**src/rtl/pipe_ctrl_pkg.sv**
```systemverilog
// Shared definitions for the pipeline hazard controller: controller state
// encoding, default register-index width and the NOP instruction word that
// the datapath injects when a bubble or flush is requested.
package pipe_ctrl_pkg;

  // Default register-index width (32 architectural registers)
  localparam int REG_W_DEF = 5;

  // Canonical NOP (addi x0, x0, 0) placed into IF/ID or ID/EX on flush/bubble
  localparam logic [31:0] NOP_INSN = 32'h0000_0013;

  // Hazard controller states
  typedef enum logic [1:0] {
    ST_IDLE     = 2'd0,
    ST_RUN      = 2'd1,
    ST_MEM_WAIT = 2'd2,
    ST_ERR      = 2'd3
  } hz_state_t;

endpackage

```
**src/rtl/load_use_detect.sv**
```systemverilog
// Load-use hazard detector: flags when the instruction in ID/EX is a load
// whose destination is read by the instruction in IF/ID. Register 0 is
// hard-wired to zero, so a load targeting it never creates a dependency.
module load_use_detect
  import pipe_ctrl_pkg::*;
#(
  parameter int REG_W = REG_W_DEF
) (
  input  logic             idex_memrd,
  input  logic [REG_W-1:0] idex_rd,
  input  logic [REG_W-1:0] ifid_rs1,
  input  logic [REG_W-1:0] ifid_rs2,
  output logic             load_use
);

  logic rd_nonzero;
  logic rs_match;

  // Dependency check between the pending load and both source operands
  always_comb begin
    rd_nonzero = (idex_rd != '0);
    rs_match   = (idex_rd == ifid_rs1) || (idex_rd == ifid_rs2);
    load_use   = idex_memrd && rd_nonzero && rs_match;
  end

endmodule

```
**src/rtl/pipe_hazard_ctrl.sv**
```systemverilog
// Pipeline hazard controller for a classic 5-stage pipeline. Handles
// load-use stalls, taken-branch flushes and data-memory wait states, and
// traps into a sticky error state when memory stays busy too long.
// Optional build macro HAZARD_PERF_CNT_EN adds a saturating stall-cycle
// counter on port stall_cnt_o.
module pipe_hazard_ctrl
  import pipe_ctrl_pkg::*;
#(
  parameter int REG_W    = REG_W_DEF,
  parameter int MAX_WAIT = 15,
  parameter int CNT_W    = 32
) (
  input  logic             clk_i,
  input  logic             rst_i,
  input  logic             start_i,
  input  logic             idex_memrd_i,
  input  logic [REG_W-1:0] idex_rd_i,
  input  logic [REG_W-1:0] ifid_rs1_i,
  input  logic [REG_W-1:0] ifid_rs2_i,
  input  logic             branch_taken_i,
  input  logic             mem_busy_i,
  output logic             pc_write_o,
  output logic             ifid_stall_o,
  output logic             ifid_flush_o,
  output logic             idex_bubble_o,
  output logic             back_stall_o,
  output logic             err_o
`ifdef HAZARD_PERF_CNT_EN
  ,
  output logic [CNT_W-1:0] stall_cnt_o
`endif
);

  // Wait counter must hold values 0..MAX_WAIT
  localparam int WAIT_W = (MAX_WAIT < 1) ? 1 : $clog2(MAX_WAIT + 1);
  localparam logic [WAIT_W-1:0] WAIT_LIMIT = WAIT_W'(MAX_WAIT);
  localparam logic [WAIT_W-1:0] WAIT_ONE   = WAIT_W'(1);

  hz_state_t         state;
  logic [WAIT_W-1:0] wait_cnt;
  logic              load_use;

  load_use_detect #(
    .REG_W (REG_W)
  ) u_load_use (
    .idex_memrd (idex_memrd_i),
    .idex_rd    (idex_rd_i),
    .ifid_rs1   (ifid_rs1_i),
    .ifid_rs2   (ifid_rs2_i),
    .load_use   (load_use)
  );

  // Control outputs decoded from state and the current hazard inputs.
  // A MEM_WAIT cycle with memory ready lets the pipeline advance at once.
  always_comb begin
    pc_write_o    = 1'b0;
    ifid_stall_o  = 1'b0;
    ifid_flush_o  = 1'b0;
    idex_bubble_o = 1'b0;
    back_stall_o  = 1'b0;
    err_o         = 1'b0;
    case (state)
      ST_IDLE: begin
        ifid_flush_o = 1'b1;
      end
      ST_RUN: begin
        if (mem_busy_i) begin
          ifid_stall_o = 1'b1;
          back_stall_o = 1'b1;
        end else if (load_use) begin
          ifid_stall_o  = 1'b1;
          idex_bubble_o = 1'b1;
        end else if (branch_taken_i) begin
          pc_write_o   = 1'b1;
          ifid_flush_o = 1'b1;
        end else begin
          pc_write_o = 1'b1;
        end
      end
      ST_MEM_WAIT: begin
        if (mem_busy_i) begin
          ifid_stall_o = 1'b1;
          back_stall_o = 1'b1;
        end else begin
          pc_write_o = 1'b1;
        end
      end
      ST_ERR: begin
        ifid_stall_o = 1'b1;
        back_stall_o = 1'b1;
        err_o        = 1'b1;
      end
      default: begin
        ifid_flush_o = 1'b1;
      end
    endcase
  end

  // State sequencing and memory wait-time supervision
  always_ff @(posedge clk_i or negedge rst_i) begin
    if (!rst_i) begin
      state    <= ST_IDLE;
      wait_cnt <= '0;
    end else begin
      case (state)
        ST_IDLE: begin
          if (start_i) begin
            state <= ST_RUN;
          end
        end
        ST_RUN: begin
          if (mem_busy_i) begin
            state    <= ST_MEM_WAIT;
            wait_cnt <= WAIT_ONE;
          end else if (!start_i) begin
            state <= ST_IDLE;
          end
        end
        ST_MEM_WAIT: begin
          if (!mem_busy_i) begin
            state    <= ST_RUN;
            wait_cnt <= '0;
          end else if (wait_cnt == WAIT_LIMIT) begin
            state <= ST_ERR;
          end else begin
            wait_cnt <= wait_cnt + WAIT_ONE;
          end
        end
        ST_ERR: begin
          state <= ST_ERR;
        end
        default: begin
          state    <= ST_IDLE;
          wait_cnt <= '0;
        end
      endcase
    end
  end

`ifdef HAZARD_PERF_CNT_EN
  logic stall_cycle;

  // A stall cycle is any active-pipeline cycle in which the PC is held
  always_comb begin
    stall_cycle = !pc_write_o && ((state == ST_RUN) || (state == ST_MEM_WAIT));
  end

  // Saturating stall-cycle counter
  always_ff @(posedge clk_i or negedge rst_i) begin
    if (!rst_i) begin
      stall_cnt_o <= '0;
    end else if (stall_cycle && (stall_cnt_o != {CNT_W{1'b1}})) begin
      stall_cnt_o <= stall_cnt_o + CNT_W'(1);
    end
  end
`endif

endmodule

```
**config.mk**
```make
export PLATFORM = sky130hd
export DESIGN_NAME = pipe_hazard_ctrl
export DESIGN_NICKNAME = d
export VERILOG_FILES = /design/src/rtl/pipe_ctrl_pkg.sv /design/src/rtl/load_use_detect.sv /design/src/rtl/pipe_hazard_ctrl.sv
export SDC_FILE = /design/constraint.sdc
export NUM_CORES = 1
export LEC_CHECK = 0
export CORE_AREA = 2 2 55 57
export CTS_BUF_LIST = sky130_fd_sc_hd__clkbuf_16
export DETAILED_ROUTE_END_ITERATION = 12
export DIE_AREA = 0 0 57 59
export PLACE_DENSITY = 0.54
export REMOVE_ABC_BUFFERS = 1
export SYNTH_ARGS = -nofsm -noshare
export SYNTH_HDL_FRONTEND = slang
export SYNTH_SLANG_ARGS = --single-unit
```
**constraint.sdc**
```tcl
create_clock -name clk_i -period 2.57 [get_ports clk_i]
set_input_delay 0.514 -clock clk_i [delete_from_list [all_inputs] [get_ports clk_i]]
set_output_delay 0.514 -clock clk_i [all_outputs]
set_load 0.03 [all_outputs]
```
==> reports/results.txt <==
Status -> finished clean
Die width -> 57 um
Hold WC Path Type -> register to register
Final ANT Viol Nets -> 0
Placed inst area -> 981 um^2
Grt ovf -> 0
PD cells -> 864 nW/um^2
Final WL -> 1550 um
Crit path capture type -> output pin
Hpwl dp -> 1340 um
# diodes -> 0
First-pass DRT Iterations -> 3
Worst Path Max Fanout -> 4
Most frequent cell after synthesis -> xor2_1
Final instance area -> 1060 um^2
Setup violators final -> 0
Startpoint class of the critical path -> input pin
Critical Path Slowest Stage Cell -> clkdlybuf4s50_1
Synth top area share -> 0.223
Synth warn -> 0
Via count -> 658
Effective utilization at floorplan -> 0.248
Sequential fraction of the synthesis area -> 0.223
First-pass GRT wire length -> 2680 um
Critical Path, Cell by Cell -> clkdlybuf4s50_1, xor2_1, nor3_2, a22oi_2, o311a_1, buf_4
Largest area contributor in the netlist -> dfrtp_1
Clock tree buffer depth -> 2
GRT Total Usage -> 0.101
Post-CTS Setup Bufs -> 0
CTS tree -> yes
Worst-case clock skew -> 0.00105 ns
Post-route minimum period -> 2.50 ns
Layout overhead on the synthesized area -> 58.2%
CTS buffer count -> 3
Hold Startpoint -> wait_cnt[1]
Worst hold slack -> 0.524 ns
Share of cells above drive strength 1 -> 0.179
Final Hold Viols -> 0
Largest net degree at the start of global routing -> 15
Syn Std Cell Area -> 673 um^2
Die Ht -> 59 um
P_leak -> 0.482 nW
WS Path Type -> input pin to output pin
Max stage delay on crit path -> 0.47 ns
Initial antenna violation count -> 0
I/O pins -> 27
Library cells used by synthesis -> 32
Wire per inst -> 10.9 um
Die area -> 3360 um^2
Row count -> 19
Fmax achieved -> 0.400 GHz
Max-slew violations -> 0
Clock slew at reported path FFs -> 0.03 ns
Async set-or-reset flop fraction in the synthesized netlist -> 1.00
H-tree depth reported by CTS -> 1
Via density -> 4.60
Max Cap Viol -> 0
Final period utilization -> 0.974
WP data arrival -> 1.99 ns
Slew @ Worst Pin -> 0.320 ns
Clock latency at the later pin of the worst-skew pair -> 0.22 ns
Cells after Synth -> 80
Slew margin rel. -> 0.786
Synth Register Bits -> 6
Avg Inst Size Synth -> 8.41 um^2
Clk sinks -> 6
Starting DRC count in detailed routing -> 5
RR Startpoint -> state[1]
Critical Path Start -> idex_rd_i[1]
EDFF count, synth -> 0
Root Driver -> clkbuf_16
Core footprint -> 2710 um^2
WHS Path Cells -> 1
Hold Buf Count CTS -> 0
# DRC -> 0
Synth area leaders -> dfrtp_1, xor2_1, ha_1
R2R cell count -> 6
Worst vdd ir -> 0.387 mV
Vias in the first global route -> 654
Number of port buffers -> 26
Most used DFF post-synth -> dfrtp_1
CP Data Required Time -> 2.06 ns
Final net count -> 141
Placer Congestion -> 0.860
==> through the flow <==
step	instances	utilization	setup slack (ns)	setup TNS [ns]	power, mW
2_1_floorplan	78	-	0.302	0	0.511
3_3_place_gp	140	0.362	-0.0354	-0.0354	0.679
3_5_place_dp	140	0.362	-0.0269	-0.0406	0.679
4_1_cts	143	0.390	0.0296	0	0.931
5_1_grt	143	0.393	-0.0127	-0.0127	1.00
6_report	143	0.393	0.0681	0	0.920
==> routing by layer <==
layer  track usage  vias up  part of all wire
met3        0.0349        2             0.050
met2         0.176       11              0.48
met4        0.0332        0            0.0071
met1         0.117      293              0.46
met5             0        -                 0
li1              -      352                 -
==> cells by family after synthesis <==
family / synth area share
fa+ha+maj: 0.112
buf+inv: 0.0576
simple gates: 0.190
mux: 0.0465
compound gates: 0.242
xor+xnor: 0.130
flops: 0.223
==> sequential cells by signal, summed over array words and instances, names as in the netlist <==
register and cells:
wait_cnt 4, state 2
==> what timing repair did <==
item                                    in CTS  in global routing
pin swaps                                    1                  0
cloned                                       0                  0
hold endpoints to repair                     0                  0
endpoints found under the setup margin       2                  3
gates resized for setup                      4                  2
==> power breakdown <==
part           switching, mW  total [mW]  leakage [nW]  internal, mW
sequential            0.0330       0.160        0.0772         0.127
combinational          0.281       0.514         0.367         0.233
clock                 0.0474       0.247        0.0370         0.199
==> layout by cell type (no fill, tap or decap), drive strengths merged, types with 2 or more instances in the layout <==
master         count
o21ai              5
nor2b              2
and3               2
buf               10
clkdlybuf4s50     17
nand3              4
dfrtp              6
o22ai              2
dlygate4sd2        3
inv                6
ha                 6
mux2i              2
nor3               2
nand2              5
clkbuf             3
xor2              10
a21oi              6
nor2               6
==> final timing paths <==
kind | end | slack (ns)
setup / recovery | pc_write_o | 0.07
hold / removal | wait_cnt[1] | 0.52
setup reg to reg | state[1] | 0.79
hold reg to reg | wait_cnt[1] | 0.52
max in group asynchronous | state[1] | 1.82
min in group asynchronous | wait_cnt[2] | 0.53
==> critical path: cells and delay by family <==
kind                   cells  cell delay [ns]
buffers and inverters      2             0.64
AO/OA/AOI/OAI              2             0.44
XOR/XNOR                   1             0.20
AND/OR/NAND/NOR            1             0.19
==> area by class of cell <==
cell class | count | area, um^2
Multi-Input combinational cell | 66 | 494
Clock buffer | 3 | 75.1
Tap cell | 31 | 38.8
Sequential cell | 6 | 150
Fill cell | 276 | 1650
Timing Repair Buffer | 31 | 284
Inverter | 6 | 22.5
Power figures use the tool's default switching activity.
